$ cat config.mk
export PLATFORM = sky130hd
export DESIGN_NAME = riscv_v_exe_alu_ctrl
export DESIGN_NICKNAME = d
export VERILOG_FILES = /design/src/rtl/riscv_v_exe_alu_ctrl.sv
export SDC_FILE = /design/constraint.sdc
export NUM_CORES = 1
export LEC_CHECK = 0
export CAP_MARGIN = 20
export CORE_UTILIZATION = 52
export CTS_CLUSTER_SIZE = 20
export DETAILED_ROUTE_END_ITERATION = 6
export PLACE_DENSITY = 0.81
export SETUP_SLACK_MARGIN = 0.02
export SLEW_MARGIN = 30
export SYNTH_ARGS = -nofsm -noshare
export SYNTH_HDL_FRONTEND = slang
export SYNTH_SLANG_ARGS = --single-unit
export TNS_END_PERCENT = 100
$ cat constraint.sdc
create_clock -name clk -period 3.4 [get_ports clk]
set_input_delay 0.85 -clock clk [delete_from_list [all_inputs] [get_ports clk]]
set_output_delay 0.85 -clock clk [all_outputs]
set_load 0.01 [all_outputs]
$ cat src/rtl/riscv_v_exe_alu_ctrl.sv
// riscv_v_exe_alu_ctrl
// Issue sequencer for the vector execute ALUs. It accepts one decoded micro-op,
// splits vl*SEW bytes into DATA_WIDTH-bit chunks and issues one chunk per cycle
// to the selected unit. It tracks each unit's fixed latency and drives the chunk
// writebacks to the VRF.
// Optional build macro: RISCV_V_EXE_ALU_CTRL_PERF_EN adds saturating
// performance counters (busy cycles, stall cycles, completed micro-ops).
// DATA_WIDTH is expected to be at least 16 so that a chunk spans multiple bytes.
module riscv_v_exe_alu_ctrl #(
    parameter int  VLEN        = 256,
    parameter int  DATA_WIDTH  = 64,
    parameter int  ARITH_LAT   = 2,
    localparam int CHUNK_BYTES = DATA_WIDTH / 8,
    localparam int NCHUNK      = VLEN / DATA_WIDTH,
    localparam int CW          = (NCHUNK > 1) ? $clog2(NCHUNK) : 1,
    localparam int VLW         = $clog2(VLEN / 8 + 1)
) (
    input  logic                   clk,
    input  logic                   rst,
    input  logic                   in_valid,
    output logic                   in_ready,
    input  logic [1:0]             in_unit,
    input  logic [VLW-1:0]         in_vl,
    input  logic [1:0]             in_sew,
    output logic                   in_err,
    output logic [3:0]             iss_valid,
    input  logic                   iss_ready,
    output logic [CW-1:0]          iss_chunk,
    output logic [CHUNK_BYTES-1:0] iss_be,
    output logic                   iss_last,
    output logic                   wb_valid,
    output logic [CW-1:0]          wb_chunk,
    output logic [CHUNK_BYTES-1:0] wb_be,
    output logic                   wb_last,
    input  logic                   flush
`ifdef RISCV_V_EXE_ALU_CTRL_PERF_EN
    ,
    output logic [31:0]            perf_busy_cycles,
    output logic [31:0]            perf_stall_cycles,
    output logic [31:0]            perf_uops
`endif
);

    localparam int NBW = VLW + 3;
    localparam int RBW = $clog2(CHUNK_BYTES);
    localparam int L   = ARITH_LAT;
    localparam logic [NBW-1:0] MAX_BYTES = NBW'(VLEN / 8);

    localparam logic [1:0] ST_IDLE  = 2'd0;
    localparam logic [1:0] ST_ISSUE = 2'd1;
    localparam logic [1:0] ST_DRAIN = 2'd2;
    localparam logic [1:0] UNIT_ARITH = 2'd1;

    // Byte enables for a chunk: a partial final chunk keeps only its low bytes.
    function automatic logic [CHUNK_BYTES-1:0] chunk_be(input logic is_last,
                                                        input logic [RBW-1:0] rem);
        logic [CHUNK_BYTES-1:0] be;
        for (int b = 0; b < CHUNK_BYTES; b++) begin
            be[b] = (!is_last || (rem == {RBW{1'b0}})) ? 1'b1 : (RBW'(b) < rem);
        end
        return be;
    endfunction

    logic [1:0]             state_r;
    logic [1:0]             unit_r;
    logic [CW-1:0]          last_idx_r;
    logic [RBW-1:0]         rem_r;
    logic [3:0]             iss_valid_r;
    logic [CW-1:0]          iss_chunk_r;
    logic [CHUNK_BYTES-1:0] iss_be_r;
    logic                   iss_last_r;
    logic                   in_ready_r;
    logic                   in_err_r;

    logic [L-1:0]                        pipe_valid_r;
    logic [L-1:0]                        pipe_last_r;
    logic [L-1:0][CW-1:0]                pipe_chunk_r;
    logic [L-1:0][CHUNK_BYTES-1:0]       pipe_be_r;

    logic [NBW-1:0]         nbytes_s;
    logic [CW-1:0]          last_idx_s;
    logic [RBW-1:0]         rem_s;
    logic                   accept_s;
    logic                   issue_s;
    logic                   zero_s;
    logic                   early_ins_s;
    logic                   late_ins_s;
    logic [CW-1:0]          next_chunk_s;
    logic                   next_last_s;

    // Request decode: byte count, last chunk index and partial-chunk remainder.
    always_comb begin
        nbytes_s     = NBW'(in_vl) << in_sew;
        last_idx_s   = CW'((nbytes_s - NBW'(1)) >> RBW);
        rem_s        = nbytes_s[RBW-1:0];
        accept_s     = in_valid & in_ready;
        issue_s      = (iss_valid_r != 4'b0000) & iss_ready;
        zero_s       = accept_s & (nbytes_s == {NBW{1'b0}});
        early_ins_s  = issue_s & (unit_r == UNIT_ARITH);
        late_ins_s   = issue_s & (unit_r != UNIT_ARITH);
        next_chunk_s = iss_chunk_r + CW'(1);
        next_last_s  = (next_chunk_s == last_idx_r);
    end

    // Flush blocks acceptance in its own cycle; writebacks that would surface
    // in the flush cycle are killed along with those still in flight.
    assign in_ready  = in_ready_r & ~flush;
    assign in_err    = in_err_r;
    assign iss_valid = iss_valid_r;
    assign iss_chunk = iss_chunk_r;
    assign iss_be    = iss_be_r;
    assign iss_last  = iss_last_r;
    assign wb_valid  = pipe_valid_r[L-1] & ~flush;
    assign wb_chunk  = pipe_chunk_r[L-1];
    assign wb_be     = pipe_be_r[L-1];
    assign wb_last   = pipe_last_r[L-1] & ~flush;

    // Control FSM: accept/reject micro-ops, step through chunks, wait for drain.
    always_ff @(posedge clk) begin
        if (rst || flush) begin
            state_r     <= ST_IDLE;
            unit_r      <= 2'd0;
            last_idx_r  <= {CW{1'b0}};
            rem_r       <= {RBW{1'b0}};
            iss_valid_r <= 4'b0000;
            iss_chunk_r <= {CW{1'b0}};
            iss_be_r    <= {CHUNK_BYTES{1'b0}};
            iss_last_r  <= 1'b0;
            in_ready_r  <= 1'b0;
            in_err_r    <= 1'b0;
        end else begin
            in_err_r <= 1'b0;
            case (state_r)
                ST_IDLE: begin
                    in_ready_r <= 1'b1;
                    if (accept_s) begin
                        if (nbytes_s > MAX_BYTES) begin
                            in_err_r <= 1'b1;
                        end else if (nbytes_s != {NBW{1'b0}}) begin
                            state_r     <= ST_ISSUE;
                            in_ready_r  <= 1'b0;
                            unit_r      <= in_unit;
                            last_idx_r  <= last_idx_s;
                            rem_r       <= rem_s;
                            iss_valid_r <= 4'b0001 << in_unit;
                            iss_chunk_r <= {CW{1'b0}};
                            iss_last_r  <= (last_idx_s == {CW{1'b0}});
                            iss_be_r    <= chunk_be(last_idx_s == {CW{1'b0}}, rem_s);
                        end else begin
                            state_r <= ST_IDLE;
                        end
                    end else begin
                        state_r <= ST_IDLE;
                    end
                end
                ST_ISSUE: begin
                    if (issue_s) begin
                        if (iss_last_r) begin
                            state_r     <= ST_DRAIN;
                            iss_valid_r <= 4'b0000;
                            iss_chunk_r <= {CW{1'b0}};
                            iss_be_r    <= {CHUNK_BYTES{1'b0}};
                            iss_last_r  <= 1'b0;
                        end else begin
                            iss_chunk_r <= next_chunk_s;
                            iss_last_r  <= next_last_s;
                            iss_be_r    <= chunk_be(next_last_s, rem_r);
                        end
                    end else begin
                        state_r <= ST_ISSUE;
                    end
                end
                ST_DRAIN: begin
                    if (wb_valid && wb_last) begin
                        state_r    <= ST_IDLE;
                        in_ready_r <= 1'b1;
                    end else begin
                        state_r <= ST_DRAIN;
                    end
                end
                default: begin
                    state_r    <= ST_IDLE;
                    in_ready_r <= 1'b0;
                end
            endcase
        end
    end

    // Latency shift register: arith issues enter at the head and travel all
    // ARITH_LAT stages; one-cycle units and the empty-op completion enter the
    // final stage directly.
    always_ff @(posedge clk) begin
        if (rst || flush) begin
            pipe_valid_r <= {L{1'b0}};
            pipe_last_r  <= {L{1'b0}};
            pipe_chunk_r <= {(L*CW){1'b0}};
            pipe_be_r    <= {(L*CHUNK_BYTES){1'b0}};
        end else begin
            for (int i = 0; i < L; i++) begin
                if ((i == L - 1) && (late_ins_s || zero_s)) begin
                    pipe_valid_r[i] <= late_ins_s;
                    pipe_last_r[i]  <= zero_s | iss_last_r;
                    pipe_chunk_r[i] <= zero_s ? {CW{1'b0}} : iss_chunk_r;
                    pipe_be_r[i]    <= zero_s ? {CHUNK_BYTES{1'b0}} : iss_be_r;
                end else if (i == 0) begin
                    pipe_valid_r[i] <= early_ins_s;
                    pipe_last_r[i]  <= early_ins_s & iss_last_r;
                    pipe_chunk_r[i] <= early_ins_s ? iss_chunk_r : {CW{1'b0}};
                    pipe_be_r[i]    <= early_ins_s ? iss_be_r : {CHUNK_BYTES{1'b0}};
                end else begin
                    pipe_valid_r[i] <= pipe_valid_r[(i > 0) ? i - 1 : 0];
                    pipe_last_r[i]  <= pipe_last_r[(i > 0) ? i - 1 : 0];
                    pipe_chunk_r[i] <= pipe_chunk_r[(i > 0) ? i - 1 : 0];
                    pipe_be_r[i]    <= pipe_be_r[(i > 0) ? i - 1 : 0];
                end
            end
        end
    end

`ifdef RISCV_V_EXE_ALU_CTRL_PERF_EN
    logic [31:0] perf_busy_r;
    logic [31:0] perf_stall_r;
    logic [31:0] perf_uops_r;

    assign perf_busy_cycles  = perf_busy_r;
    assign perf_stall_cycles = perf_stall_r;
    assign perf_uops         = perf_uops_r;

    // Saturating activity counters; only reset clears them.
    always_ff @(posedge clk) begin
        if (rst) begin
            perf_busy_r  <= 32'd0;
            perf_stall_r <= 32'd0;
            perf_uops_r  <= 32'd0;
        end else begin
            if ((state_r != ST_IDLE) && (perf_busy_r != 32'hFFFF_FFFF)) begin
                perf_busy_r <= perf_busy_r + 32'd1;
            end else begin
                perf_busy_r <= perf_busy_r;
            end
            if ((iss_valid_r != 4'b0000) && !iss_ready && (perf_stall_r != 32'hFFFF_FFFF)) begin
                perf_stall_r <= perf_stall_r + 32'd1;
            end else begin
                perf_stall_r <= perf_stall_r;
            end
            if (wb_last && (perf_uops_r != 32'hFFFF_FFFF)) begin
                perf_uops_r <= perf_uops_r + 32'd1;
            end else begin
                perf_uops_r <= perf_uops_r;
            end
        end
    end
`endif

endmodule

# Word-level counts from Yosys, hierarchy flattened
# Cells that the tools add are included.
# word_totals
output_inout_bits,29
input_bits,15
latchBits,0
ram_bits,0
mem_count,0
elab_cells,147
mem_bits_ro,0
reg_bits,50
# op_classes
n_mux,59
n_shift,2
n_lt_le_gt_ge,17
add_sub_neg,2
eq_ne,13
reduce_logical,22
multipliers,0
div_mod_pow,0
n_bitwise,16
# op_table
operator,n
$mux 8,7
$mux 1,29
$lt 3x3->1 const A,8
$mux 2,12
$mux 4,5
$pmux 8 s2,1
$lt 1x3->1 const A,4
$lt 2x3->1 const A,4
$ne 2x2->1 const B,6
$and 1x1->1,9
$gt 9x6->1 const B,1
$logic_not 9->1,1
$reduce_bool 9->1,1
$shl 6x2->9,1
$pmux 4 s2,1
$logic_not 3->1,2
$ne 3x3->1 const B,2
$not 1->1,6
$pmux 2 s3,1
$reduce_and 6->1,1
$reduce_and 5->1,1
$sub 5x1->5 const B,1
$eq 2x1->1 const B,2
$logic_not 2->1,2
other kinds (18),23

# Longest topological paths before layout
# depth
depth_word,10
ltp_mapped,9
ltp_nobuf,6

# Worst setup path before layout
# Ideal clock, no wire load.
# synth_path
path_type,input to register
from,in in_sew[1]
to,"reg iss_be_r[2], in the netlist iss_be[2]"
arrival_ns,2.730
cell_stages,8
setup_slack_ns,0.551
path_cell_list,clkbuf_1 > clkbuf_1 > mux2i_1 > o221ai_1 > or3_1 > o31ai_1 > nand4_1 > o221a_1
# synth_via
elab_chain_len,10
# synth_lines
item,line,text
from (decl),24,"input logic [1:0] in_sew,"
$shl 6x2->9 (*),93,nbytes_s = NBW'(in_vl) << in_sew;
$sub 5x1->5,94,last_idx_s = CW'((nbytes_s - NBW'(1)) >> RBW);
$logic_not 2->1,148,"iss_be_r <= chunk_be(last_idx_s == {CW{1'b0}}, rem_s);"
$logic_not 1->1,59,be[b] = (!is_last || (rem == {RBW{1'b0}})) ? 1'b1 : (RBW'(b) < rem);
$logic_or 1x1->1,59,
$mux 1,59,
$mux 8,139,end else if (nbytes_s != {NBW{1'b0}}) begin
$mux 8,137,if (nbytes_s > MAX_BYTES) begin
$mux 8,136,if (accept_s) begin
$pmux 8 s2,133,case (state_r)
to (signal assigned),127,iss_be_r <= {CHUNK_BYTES{1'b0}};
to (signal assigned),148,
to (signal assigned),162,iss_be_r <= {CHUNK_BYTES{1'b0}};
to (decl),70,logic [CHUNK_BYTES-1:0] iss_be_r;
# Every way passes the cells marked *; elsewhere a longest branch is shown, timed or not. The select of a mux whose other input is x is not followed.
# A chain may end at the register's enable or synchronous reset.

# Worst setup path after layout
# layout_path
from,in in_sew[0]
to,"reg iss_be_r[6], in the netlist iss_be[6]"
# The elaborated chain is that of the path after synthesis.

==> impl_results.md <==
- Hold WC Path Type: register to register
- Syn Area/Cell: roughly 9 um2
- Ys async rst share: 0
- Setup slack, reg-to-reg: between 1 and 1.5 ns
- Hold Violations, Final: 0
- Clock slew at reported path FFs: about 0.09 ns
- Cell Area, Synth: ~2500 um2
- Starting Density: 0.558
- Hold endpoint: pipe_valid_r[1]
- Via density: slightly below 6
- Synth top area share: 0.398
- Status: completed
- Number of synthesized flops with an enable pin: 0
- CP endpoint kind: register
- Clock Root Buffer: clkbuf_8
- Synth Flop Type: dfxtp_1
- Most common cell after layout, fill and taps aside: dfxtp_1
- Crit path max fanout: 10
- Number of global-route vias before repair: 2050
- DRT iter0 DRCs: about 170
- Crit start category: input pin
- Post-synthesis register bit count: 50
- Synth area leaders: dfxtp_1 40%, mux2i_1 6.0%, a21oi_1 3.8%, buf_4 3.6%, and2_1 3.0%
- Register area share after synthesis: 0.398
- First-pass detailed-route iteration total: 5
- Hold Crit Start: pipe_valid_r[0]
- Leading cell types in the layout, fill and taps excluded: 50 x dfxtp_1, 43 x clkdlybuf4s50_1, 19 x nand2_1, 19 x a21oi_1, 19 x nor2_1
- Cell Rows: 24
- Layout area overhead: 21.3%
- First-pass GRT wire length: ~9700 um
- Initial antenna violation count: 0
- WS Path Type: input pin to register
- Post-CTS Setup Inserts: 0
- Final setup viols: 0
- Max-slew violations: 0
- Layout fillers: approximately 380
- Minimum clock period: slightly above 3 ns
- DR WL/cell: ~15 um
- Distinct cells, synth: 53
- Core area: approximately 4500 um2
- I/O pin cnt: 44
- Reported max-cap violation count: 0
- Routability Congestion: about 0.87
- Sink Count: 50
- Total Routing Usage GR: 0.242
- Critical R2R Launch: state_r[0]
- Hold-fix buffers, CTS: 0
- Worst r2r path cells: 5
- Critical Path AT: about 3.3 ns
- DRC: 0
- IO buf count: between 40 and 50
- Final Cycle Share: 0.897
- Leak: about 0.0011 uW
- Peak Freq: 0.328 GHz
- # resized after CTS: 0
- Share of post-route cells with drive strength above 1: 0.117
- Cells after synthesis: 279
- Post-layout worst setup margin: approximately 0.35 ns
- Worst EP required: 3.61 ns
- Seq. cell area: roughly 1000 um2
- Die width: between 70 and 80 um
- Slew @ Worst Pin: between 0.5 and 0.6 ns
- Worst skew pair latency: about 0.31 ns
- Clk buf depth: 2
- # nets final: 331
- Final Total Pwr: roughly 1100 uW
- Die footprint: roughly 5000 um2
- Hpwl dp: 4170 um
- YS warnings: 0
- Fin area: approximately 3000 um2
- RR Endpoint: iss_be[6]
- Multi-input gate area: between 1000 and 1500 um2
- Routed wire length: around 5700 um
- Layout Cells excl Fill: 369
- Hold depth: 2
- Clock Skew: approximately 0.005 ns
- Post-route ant nets: 0
- Post-Route Setup TNS: 0 ns
- Max VDD drop: about 0.17 mV
- Grt total ovfl: 0
- CTS tree: done
- Synth area leader: dfxtp_1
- Max_slew headroom: 0.657
- DR vias: about 2200
- DP Area: 2960 um2
- Total CTS buffers: 5
- Synth Net Count: between 200 and 300
- Die Height: between 70 and 80 um
- Dpl ws: about 0.05 ns
- Pin count of the biggest net entering global routing: 27
- Pwr Density: around 350 nW/um2
- Placed cells: about 360
- RSZ-0062 raised after global routing: false
- ANT cells: 0
- H-tree Lvls: 2
==> per-layer routing <==
| layer | global-route usage | share of wire | vias up |
|---|---|---|---|
| li1 | - | - | 1071 |
| met1 | 0.313 | 0.44 | 1027 |
| met2 | 0.405 | 0.48 | 89 |
| met3 | 0.0394 | 0.057 | 9 |
| met4 | 0.100 | 0.020 | 0 |
| met5 | 0 | 0 | - |
==> critical path, stage by stage <==
cell and delay (ns):
clkdlybuf4s50_1 0.50, mux4_2 0.52, or3_1 0.53, a31oi_4 0.37, nand4_1 0.22, o221a_1 0.27
==> how the worst max path moves through the flow <==
stage               depth (start not counted)  slack, ns        end      start
floorplan                                   8       0.55  iss_be[2]  in_sew[1]
global placement                            6       0.09  iss_be[2]  in_sew[0]
detailed placement                          6       0.05  iss_be[6]  in_sew[0]
CTS                                         6       0.38  iss_be[6]  in_sew[0]
global route                                6       0.25  iss_be[6]  in_sew[0]
finish                                      6       0.35  iss_be[6]  in_sew[0]
==> area by class of cell <==
| type | count | share of cell area |
|---|---|---|
| well taps | 52 | 0.0213 |
| repair buffers | 57 | 0.176 |
| flip-flops and latches | 50 | 0.328 |
| multi-input cells | 190 | 0.430 |
| clock inverters | 3 | 0.00698 |
| inverters | 12 | 0.0148 |
| clock buffers | 5 | 0.0226 |
==> kinds of logic (layout without fill, tap and decap cells) <==
kind of cell           Yosys count  count (layout)  synth area share
AO/OA/AOI/OAI                   75              75             0.233
XOR/XNOR                         2               2           0.00697
buffers and inverters           39              77            0.0801
multiplexers                    18              18            0.0821
flip-flops                      50              50             0.398
AND/OR/NAND/NOR                 95              95             0.200
==> power breakdown <==
group,internal [uW],switching [uW],leakage (uW),total [uW]
logic,54.1,71.1,0.000680,125
registers,587,1.96,0.000403,589
clock network,145,204,0.0000441,349
==> stage by stage <==
step	hold WS, ns	util
floorplan	0.426	-
global placement	0.439	0.657
detailed placement	0.451	0.657
CTS	0.469	0.677
global route	0.509	0.677
finish	0.463	0.677
==> sequential cells by signal, summed over array words and instances, names as in the netlist, 2 cells and up <==
signal,count
iss_be,8
iss_chunk,2
iss_valid,4
last_idx_r,2
pipe_be_r,8
pipe_chunk_r,2
pipe_last_r,2
pipe_valid_r,2
rem_r,3
state_r,2
unit_r,2
wb_be,8
wb_chunk,2
==> synthesized netlist by cell type (all sizes together) (3+ instances only) <==
library cell   n
a2111oi        5
a21oi         19
a31o           4
a31oi          5
and2          12
buf           15
clkbuf        12
dfxtp         50
inv           12
mux2i         15
nand2         20
nand2b         9
nand3          5
nand4          5
nor2          20
nor2b          6
nor3           3
o211a          4
o21ai         15
o221a          4
o311ai         3
o31ai          4
o41ai          4
or3            6
No activity file was read; power rests on OpenSTA's default activity.
